`src/rtl/rwb_pkg.sv`:
```
// Shared types, widths and helpers for the result write-back stage.
package rwb_pkg;

  localparam int unsigned ADDR_W = 12;
  localparam int unsigned DATA_W = 16;

  typedef enum logic [1:0] {
    IDLE,
    ACTIVE,
    FINISH
  } rwb_state_t;

  // Negative two's-complement results clamp to zero; others pass through.
  function automatic logic [DATA_W-1:0] relu16(input logic [DATA_W-1:0] value);
    return value[DATA_W-1] ? '0 : value;
  endfunction

endpackage

```
`src/rtl/rwb_fifo.sv`:
```
// Synchronous FIFO buffering core results ahead of the output SRAM write port.
// Depth must be a power of two so the pointers wrap naturally.
module rwb_fifo #(
  parameter int unsigned Depth = 4,
  parameter int unsigned Width = 16
) (
  input  logic                     clock,
  input  logic                     reset,
  input  logic                     push,
  input  logic [Width-1:0]         push_data,
  input  logic                     pop,
  output logic [Width-1:0]         pop_data,
  output logic                     full,
  output logic                     empty,
  output logic [$clog2(Depth):0]   count
);

  localparam int unsigned PtrW = (Depth > 1) ? $clog2(Depth) : 1;
  localparam int unsigned CntW = $clog2(Depth) + 1;

  logic [Width-1:0] mem [Depth];
  logic [PtrW-1:0]  wptr_q, rptr_q;
  logic [CntW-1:0]  count_q;

  always_ff @(posedge clock) begin
    if (reset) begin
      wptr_q  <= '0;
      rptr_q  <= '0;
      count_q <= '0;
    end else begin
      if (push) begin
        wptr_q <= wptr_q + PtrW'(1);
      end
      if (pop) begin
        rptr_q <= rptr_q + PtrW'(1);
      end
      unique case ({push, pop})
        2'b10:   count_q <= count_q + CntW'(1);
        2'b01:   count_q <= count_q - CntW'(1);
        default: count_q <= count_q;
      endcase
    end
  end

  // Storage is not reset; the pointers alone define which entries are valid.
  always_ff @(posedge clock) begin
    if (push) begin
      mem[wptr_q] <= push_data;
    end
  end

  assign pop_data = mem[rptr_q];
  assign full     = (count_q == CntW'(Depth));
  assign empty    = (count_q == '0);
  assign count    = count_q;

endmodule

```
`src/rtl/result_writeback.sv`:
```
// Result write-back: buffers core results and writes them to consecutive output SRAM addresses.
// Optional clamp of negative results to zero when RESULT_WRITEBACK_RELU_EN is defined.
module result_writeback
  import rwb_pkg::*;
#(
  parameter int unsigned ADDR_WIDTH = ADDR_W,
  parameter int unsigned DATA_WIDTH = DATA_W,
  parameter int unsigned FIFO_DEPTH = 4,
  parameter int unsigned CNT_WIDTH  = 12
) (
  input  logic                  clock,
  input  logic                  reset,
  input  logic                  start,
  input  logic [ADDR_WIDTH-1:0] base_addr,
  input  logic [CNT_WIDTH-1:0]  num_results,
  output logic                  busy,
  output logic                  done,
  input  logic                  res_valid,
  input  logic [DATA_WIDTH-1:0] res_data,
  output logic                  res_ready,
  output logic                  write_enable,
  output logic [ADDR_WIDTH-1:0] write_address,
  output logic [DATA_WIDTH-1:0] write_data
);

  localparam int unsigned FifoCntW = $clog2(FIFO_DEPTH) + 1;

  rwb_state_t            state_q, state_d;
  logic [ADDR_WIDTH-1:0] base_q;
  logic [CNT_WIDTH-1:0]  num_q;
  logic [CNT_WIDTH-1:0]  acc_cnt_q;
  logic [CNT_WIDTH-1:0]  wr_cnt_q;
  logic                  busy_q;
  logic                  done_q;
  logic                  we_q;
  logic [ADDR_WIDTH-1:0] waddr_q;
  logic [DATA_WIDTH-1:0] wdata_q;

  logic                  fifo_push;
  logic                  fifo_pop;
  logic [DATA_WIDTH-1:0] fifo_rdata;
  logic                  fifo_full;
  logic                  fifo_empty;
  logic [FifoCntW-1:0]   fifo_count;
  logic [DATA_WIDTH-1:0] wr_value;
  logic                  last_entry;
  logic                  start_accept;

  rwb_fifo #(
    .Depth (FIFO_DEPTH),
    .Width (DATA_WIDTH)
  ) u_fifo (
    .clock     (clock),
    .reset     (reset),
    .push      (fifo_push),
    .push_data (res_data),
    .pop       (fifo_pop),
    .pop_data  (fifo_rdata),
    .full      (fifo_full),
    .empty     (fifo_empty),
    .count     (fifo_count)
  );

  assign res_ready = (state_q == ACTIVE) && (fifo_count < FifoCntW'(FIFO_DEPTH)) &&
                     (acc_cnt_q < num_q);
  assign fifo_push    = res_valid && res_ready;
  assign fifo_pop     = (state_q == ACTIVE) && !fifo_empty;
  assign last_entry   = (wr_cnt_q == num_q - CNT_WIDTH'(1));
  assign start_accept = (state_q == IDLE) && start;

`ifdef RESULT_WRITEBACK_RELU_EN
  // Clamp at pop so the FIFO keeps the raw core values.
  assign wr_value = DATA_WIDTH'(relu16(DATA_W'(fifo_rdata)));
`else
  assign wr_value = fifo_rdata;
`endif

  always_comb begin
    state_d = state_q;
    unique case (state_q)
      IDLE: begin
        if (start) begin
          state_d = (num_results == '0) ? FINISH : ACTIVE;
        end
      end
      ACTIVE: begin
        if (fifo_pop && last_entry) begin
          state_d = FINISH;
        end
      end
      FINISH:  state_d = IDLE;
      default: state_d = IDLE;
    endcase
  end

  always_ff @(posedge clock) begin
    if (reset) begin
      state_q   <= IDLE;
      base_q    <= '0;
      num_q     <= '0;
      acc_cnt_q <= '0;
      wr_cnt_q  <= '0;
      busy_q    <= 1'b0;
      done_q    <= 1'b0;
      we_q      <= 1'b0;
      waddr_q   <= '0;
      wdata_q   <= '0;
    end else begin
      state_q <= state_d;
      // done trails FINISH by one cycle so the last write is visible before it.
      done_q  <= (state_q == FINISH);
      if (start_accept) begin
        base_q    <= base_addr;
        num_q     <= num_results;
        acc_cnt_q <= '0;
        wr_cnt_q  <= '0;
        busy_q    <= 1'b1;
      end else begin
        if (state_q == FINISH) begin
          busy_q <= 1'b0;
        end
        if (fifo_push) begin
          acc_cnt_q <= acc_cnt_q + CNT_WIDTH'(1);
        end
        if (fifo_pop) begin
          wr_cnt_q <= wr_cnt_q + CNT_WIDTH'(1);
        end
      end
      we_q <= fifo_pop;
      if (fifo_pop) begin
        waddr_q <= base_q + ADDR_WIDTH'(wr_cnt_q);
        wdata_q <= wr_value;
      end
    end
  end

  no_push_at_full: assert property (@(posedge clock) disable iff (reset)
                                    !(fifo_push && fifo_full));

  assign busy          = busy_q;
  assign done          = done_q;
  assign write_enable  = we_q;
  assign write_address = waddr_q;
  assign write_data    = wdata_q;

endmodule

```
`config.mk`:
```
export PLATFORM = sky130hd
export DESIGN_NAME = result_writeback
export DESIGN_NICKNAME = d
export VERILOG_FILES = /design/src/rtl/rwb_pkg.sv /design/src/rtl/rwb_fifo.sv /design/src/rtl/result_writeback.sv
export SDC_FILE = /design/constraint.sdc
export NUM_CORES = 1
export LEC_CHECK = 0
export ABC_AREA = 1
export BUFFER_PORTS_ARGS = -buffer_cell sky130_fd_sc_hd__buf_2
export CORE_AREA = 2 2 175 177
export DETAILED_ROUTE_END_ITERATION = 7
export DIE_AREA = 0 0 177 179
export GPL_TIMING_DRIVEN = 0
export PLACE_DENSITY_LB_ADDON = 0.05
export SYNTH_ARGS = -nofsm -noshare
export SYNTH_HDL_FRONTEND = slang
export SYNTH_SLANG_ARGS = --single-unit
```
`constraint.sdc`:
```
create_clock -name clock -period 3.75 [get_ports clock]
set_input_delay 0 -clock clock [delete_from_list [all_inputs] [get_ports clock]]
set_output_delay 0 -clock clock [all_outputs]
set_load 0.05 [all_outputs]
```
Word-level counts from Yosys, hierarchy flattened --
Memories as Yosys holds them, arrays and structs flattened. A register that Yosys moved wholly into a read port is not among the register bits. Index checks and enable logic that the tools add are counted.
Storage, ports and cells: register bits after elaboration 72, bits in latches 0, bits in writable memories 64, memory bits (read-only) 0, bits of input ports 44, output and inout port bits 32, logic and storage cells 53, memories 1
Operators by class: add/subtract/negate cells 8, multipliers 0, divide/modulo/power cells 0, order comparisons 2, eq/ne operators 7, shift operators 0, mux-type cells 9, bitwise logic cells 0, reductions and logical operators 14
Memories:
- u_fifo.mem | depth 4, width 16, rd ports 1, clocked after Yosys merged registers in 1, write ports 1, RTL line rwb_fifo.sv:21 | logic [Width-1:0] mem [Depth];
Operator list (count):
- $add 12x1->12 const B | 2
- $add 12x12->12 | 1
- $eq 12x12->1 | 1
- $logic_not 12->1 | 1
- $lt 12x12->1 | 1
- $sub 12x1->12 const B | 1
- $logic_and 1x1->1 | 6
- $mux 2 | 3
- $pmux 3 s2 | 1
- $add 2x1->2 const B | 2
- $eq 2x1->1 const B | 2
- $eq 2x2->1 const B | 2
- $mux 1 | 4
- $pmux 2 s2 | 1
- $reduce_bool 2->1 | 2
- $add 3x1->3 const B | 1
- $logic_not 3->1 | 1
- $lt 3x3->1 const B | 1
- $sub 3x1->3 const B | 1
- $logic_not 2->1 | 1
- $ne 2x1->1 const B | 1
- $ne 2x2->1 const B | 1
- $reduce_and 2->1 | 1
- $reduce_or 2->1 | 1
- $logic_not 1->1 | 1

Logic depth before layout (Yosys ltp) --
depth after elaboration 6, mapped depth 18, depth with buffers taken out 16

By module --
Synthesis repeated with hierarchy kept, for this count alone.
Second synthesis, totals: cell total of the unflattened synthesis 825, area total of the unflattened synthesis 7170.6 um^2
By module, submodules not included:
- result_writeback | times used 1, cells an instance 613, area an instance 4371.7 um^2, sequential area each 1621.6 um^2
- rwb_fifo | times used 1, cells an instance 212, area an instance 2798.9 um^2, sequential area each 2102.0 um^2

Least setup slack after synthesis --
OpenSTA, ideal clock, no wires.
kind register to register, from reg num_q[9], to mem u_fifo.mem[0][0], enable pin, library setup time 0.389 ns, arrival 2.323 ns, required time 3.361 ns, path slack 1.038 ns, cell stages (with the launch flop) 13, buffers on the path 2, clock period less this slack 2.712 ns, path through dfxtp_1 -> inv_1 -> ha_1 -> nand2_1 -> inv_1 -> o21ai_0 -> nand2_1 -> a21oi_1 -> and3_1 -> buf_4 -> nand2_2 -> buf_4 -> nor2_1
On the way: cells in the longest elaborated chain, start to end 5
Ends and longest elaborated chain:
- start: declaration | RTL line result_writeback.sv:30 | logic [CNT_WIDTH-1:0] num_q;
- start signal: assignment | RTL line result_writeback.sv:114 | num_q <= num_results;
- $lt 12x12->1 | RTL line result_writeback.sv:65 | (acc_cnt_q < num_q);
- $logic_and 1x1->1 | RTL line result_writeback.sv:64 | assign res_ready = (state_q == ACTIVE) && (fifo_count < FifoCntW'(FIFO_DEPTH)) &&
- $logic_and 1x1->1 | RTL line result_writeback.sv:66 | assign fifo_push = res_valid && res_ready;
- $mux 1 | RTL line rwb_fifo.sv:47 | if (push) begin
- $mux 1 (not written as such) | RTL line rwb_fifo.sv:48 | mem[wptr_q] <= push_data;
- end: declaration | RTL line rwb_fifo.sv:21
No other way between the ends.

Worst setup path in the final report --
from reg num_q[11], to reg u_fifo.count_q[2], in the netlist u_fifo.count[2]
On the way: cells in the longest elaborated chain, start to end 5, elaborated cells on any way between the ends 7, those cells by class order compare: 1; eq/ne: 2; mux: 1; reduce/logical: 3
Ends and longest elaborated chain:
- $lt 12x12->1 * | RTL line result_writeback.sv:65
- $logic_and 1x1->1 * | RTL line result_writeback.sv:64
- $logic_and 1x1->1 * | RTL line result_writeback.sv:66
- $eq 2x1->1 / $eq 2x2->1 (equally long branches) | RTL line rwb_fifo.sv:37 | unique case ({push, pop})
- $pmux 3 s2 / $reduce_bool 2->1 (equally long branches)
- end signal: assignment | RTL line rwb_fifo.sv:38 | 2'b10: count_q <= count_q + CntW'(1);
- end signal: assignment | RTL line rwb_fifo.sv:39 | 2'b01: count_q <= count_q - CntW'(1);
- end signal: assignment | RTL line rwb_fifo.sv:40 | default: count_q <= count_q;
- end: declaration | RTL line rwb_fifo.sv:23 | logic [CntW-1:0] count_q;
Every way passes the cells marked *; elsewhere a longest branch is shown, timed or not. A chain may end at the register's enable or synchronous reset.

==> metrics.txt <==
status=completed; period utilization=83.13%; syn avg cell area=8.665 um2; Syn Inst Count=815; Util after Layout=30.18%; first-pass iteration count of the detailed router=5; vias in the first global route=5988; slowest cell on the critical path=fa_1; data arrival time of the critical path=3.43 ns; antenna viol nets, final=0; WS Path Type=register to register; clock skew=0.01973 ns; IO Port Bufs=74; largest net degree at the start of global routing=17; worst path required time=4.06 ns; crit-path cells=inv_1 > ha_1 > nand2_1 > inv_1 > nand3_1 > nor3_1 > nand2_1 > and3_1 > buf_4 > nand2_2 > buf_4 > ha_1 > inv_1 > fa_1 > a21oi_1 > o21ai_0 > o21ai_0 > a21oi_1; crit-path max cell delay=0.38 ns; CP endpoint kind=register; setup TNS=0 ns; RD Place Congestion=0.7297; share of post-route cells with drive strength above 1=13.65%; Worst Path Max Fanout=10; Seq cells post-synth=152; Distinct cells, synth=37; Final Max Slew Viols=0; Post-DP HPWL=15710 um; part of the Yosys area used for sequential elements=52.16%; core box area=30030 um2; clk slew on worst S/H paths=0.07 ns; CTS tree=yes; Initial DRC Count=312; initial antenna violation count=0; leakage power=0.003609 uW; Die Y-Extent=179 um; number of buffers created by CTS=17; worst min path class=input pin to register; Overflow after GRT=0; worst-skew pair later-pin latency=0.44 ns; Layout Nets=1030; maximum VDD drop=256.5 uV; clk root buf=clkbuf_16; most used cell, CP=inv_1; WL final=21910 um; DR vias/cell=4.310; Initial Utilization=23.52%; DRC viols=0; hold slack final=0.01672 ns; global-route wire length before repair=34100 um; Area growth syn-to-layout=28.31%; Pwr Density=480.1 nW/um2; Post-CTS Setup Bufs=0; H-tree level count=4; setup violators final=0; die area=31680 um2; max frequency=320.8 MHz; final hold violation count=0; Synth Warn #=0; Max-cap violations=0; min cycle time layout=3.117 ns; Sink Count=152; Tightest Pin Transition=0.7710 ns; GRT Util Overall=14.41%; die width=177 um; relative slew slack=48.60%; post-DR wirelength/cell=16.07 um; RSZ-0062 raised after global routing=false; Post-Syn Area=7062 um2; Design Area, Final=9061 um2; DP Area=8035 um2; n_diodes=0; Net Count, Synth=891; vias=5874; CP Launch Type=register; FP Rows=64; Ports=76; clock tree buffer depth=2
[Yosys cell counts]
cell type	n	area, um2
o2111ai_1	1	8.760
edfxtp_1	64	1922
nor3b_1	2	15.01
ha_1	30	375.4
a211oi_1	1	7.510
o211ai_1	1	7.510
nor2_1	142	533.0
nor2_4	2	22.52
xnor2_1	7	61.31
nand2_2	3	18.77
or2_2	4	25.02
o21ai_0	103	515.5
dfxtp_1	88	1762
or2_0	1	6.260
inv_2	1	3.750
buf_2	1	5.000
and3_1	2	12.51
nand3_1	38	190.2
nor4_1	5	31.28
a31oi_4	1	21.27
nor3_1	10	50.05
a21oi_1	57	285.3
nand3b_1	2	15.01
clkbuf_1	30	112.6
a31oi_1	18	112.6
a31o_2	1	8.760
buf_4	3	22.52
fa_1	2	40.04
o221ai_1	1	8.760
a21o_1	2	15.01
xor2_1	20	175.2
nand4_1	7	43.79
inv_1	68	255.2
clkinv_1	1	3.750
inv_4	1	6.260
nand2_1	94	352.8
nor3_2	1	10.01
[per-layer routing]
layer	vias to the layer above	part of all wire, %	wire, um	GRT usage (%)
met5	-	0	0	0
met4	0	1.3	274	4.339
met3	12	2.9	646	2.439
met2	90	50	11010	25.84
met1	2733	46	9971	17.59
li1	3039	-	-	-
[area by class of cell]
| class | instances | area, um2 |
|---|---|---|
| Clock inverter | 15 | 180.2 |
| Sequential cell | 152 | 3684 |
| Multi-Input combinational cell | 558 | 2979 |
| Fill cell | 3266 | 20970 |
| Clock buffer | 17 | 425.4 |
| Tap cell | 396 | 495.5 |
| Buffer | 34 | 140.1 |
| Inverter | 71 | 269.0 |
| Timing Repair Buffer | 120 | 888.4 |
[cell families after synthesis]
logic type               count (synthesis)  synth area share [%]
AO/OA/AOI/OAI                          186                 14.03
XOR/XNOR                                27                 3.349
adder cells (fa/ha/maj)                 32                 5.882
buffers and inverters                  105                 5.794
flip-flops                             152                 52.16
AND/OR/NAND/NOR                        313                 18.78
[worst max-delay path, delay by kind of cell (launching register included)]
family | cells | cell delay (ns)
simple gates | 6 | 0.67
fa+ha+maj | 3 | 0.84
compound gates | 4 | 0.48
buf+inv | 5 | 0.63
flops | 1 | 0.37
[report_power, final]
| group | switching, uW | leakage (uW) | total [uW] | internal, uW |
|---|---|---|---|---|
| clock | 803 | 0.000301 | 1820 | 1010 |
| combinational | 468 | 0.00201 | 678 | 210 |
| sequential | 52.4 | 0.00130 | 1860 | 1800 |
| total | 1320 | 0.00361 | 4350 | 3030 |
[cells in the final DEF (no fill, tap or decap), types with 5 or more instances in the layout]
| cell type | n |
|---|---|
| inv_1 | 68 |
| buf_2 | 75 |
| clkbuf_16 | 17 |
| a21oi_1 | 57 |
| xnor2_1 | 7 |
| clkbuf_1 | 30 |
| nor2_1 | 138 |
| nor3_1 | 10 |
| o21ai_0 | 103 |
| ha_1 | 30 |
| dfxtp_1 | 88 |
| nand2_1 | 94 |
| a31oi_1 | 18 |
| xor2_1 | 20 |
| edfxtp_1 | 64 |
| inv_6 | 6 |
| nand3_1 | 38 |
| dlygate4sd3_1 | 42 |
| nor4_1 | 5 |
| nand4_1 | 7 |
[registers in the layout, indices dropped and copies added (netlist names), 3 cells and up]
signal and cells:
num_q 12, u_fifo.count 3, write_address 12, u_fifo.mem 64
base_q 12, write_data 16, wr_cnt_q 12, acc_cnt_q 12
[metrics by stage]
step,cells,power [uW],setup slack (ns)
final,1363,4350,0.6328
after global placement,1285,2546,-0.1811
after floorplan,815,2320,1.039
after CTS,1363,4425,0.5870
after global routing,1363,4572,0.2531
after detailed placement,1289,2551,0.6125
[timing repair]
item,4_1_cts,5_1_grt
hold buffers,42,0
hold endpoints to repair,94,0
resized for setup,0,0
[worst paths after layout]
kind	endpoint	from	slack, ns	cells past startpoint
worst max-delay path	u_fifo.count[2]	num_q[11]	0.63	18
worst min-delay path	num_q[11]	num_results[11]	0.02	3
worst max register to register	u_fifo.count[2]	num_q[11]	0.63	18
worst min register to register	u_fifo.count[0]	u_fifo.count[0]	0.47	1
(Power assumes the default switching activity.)
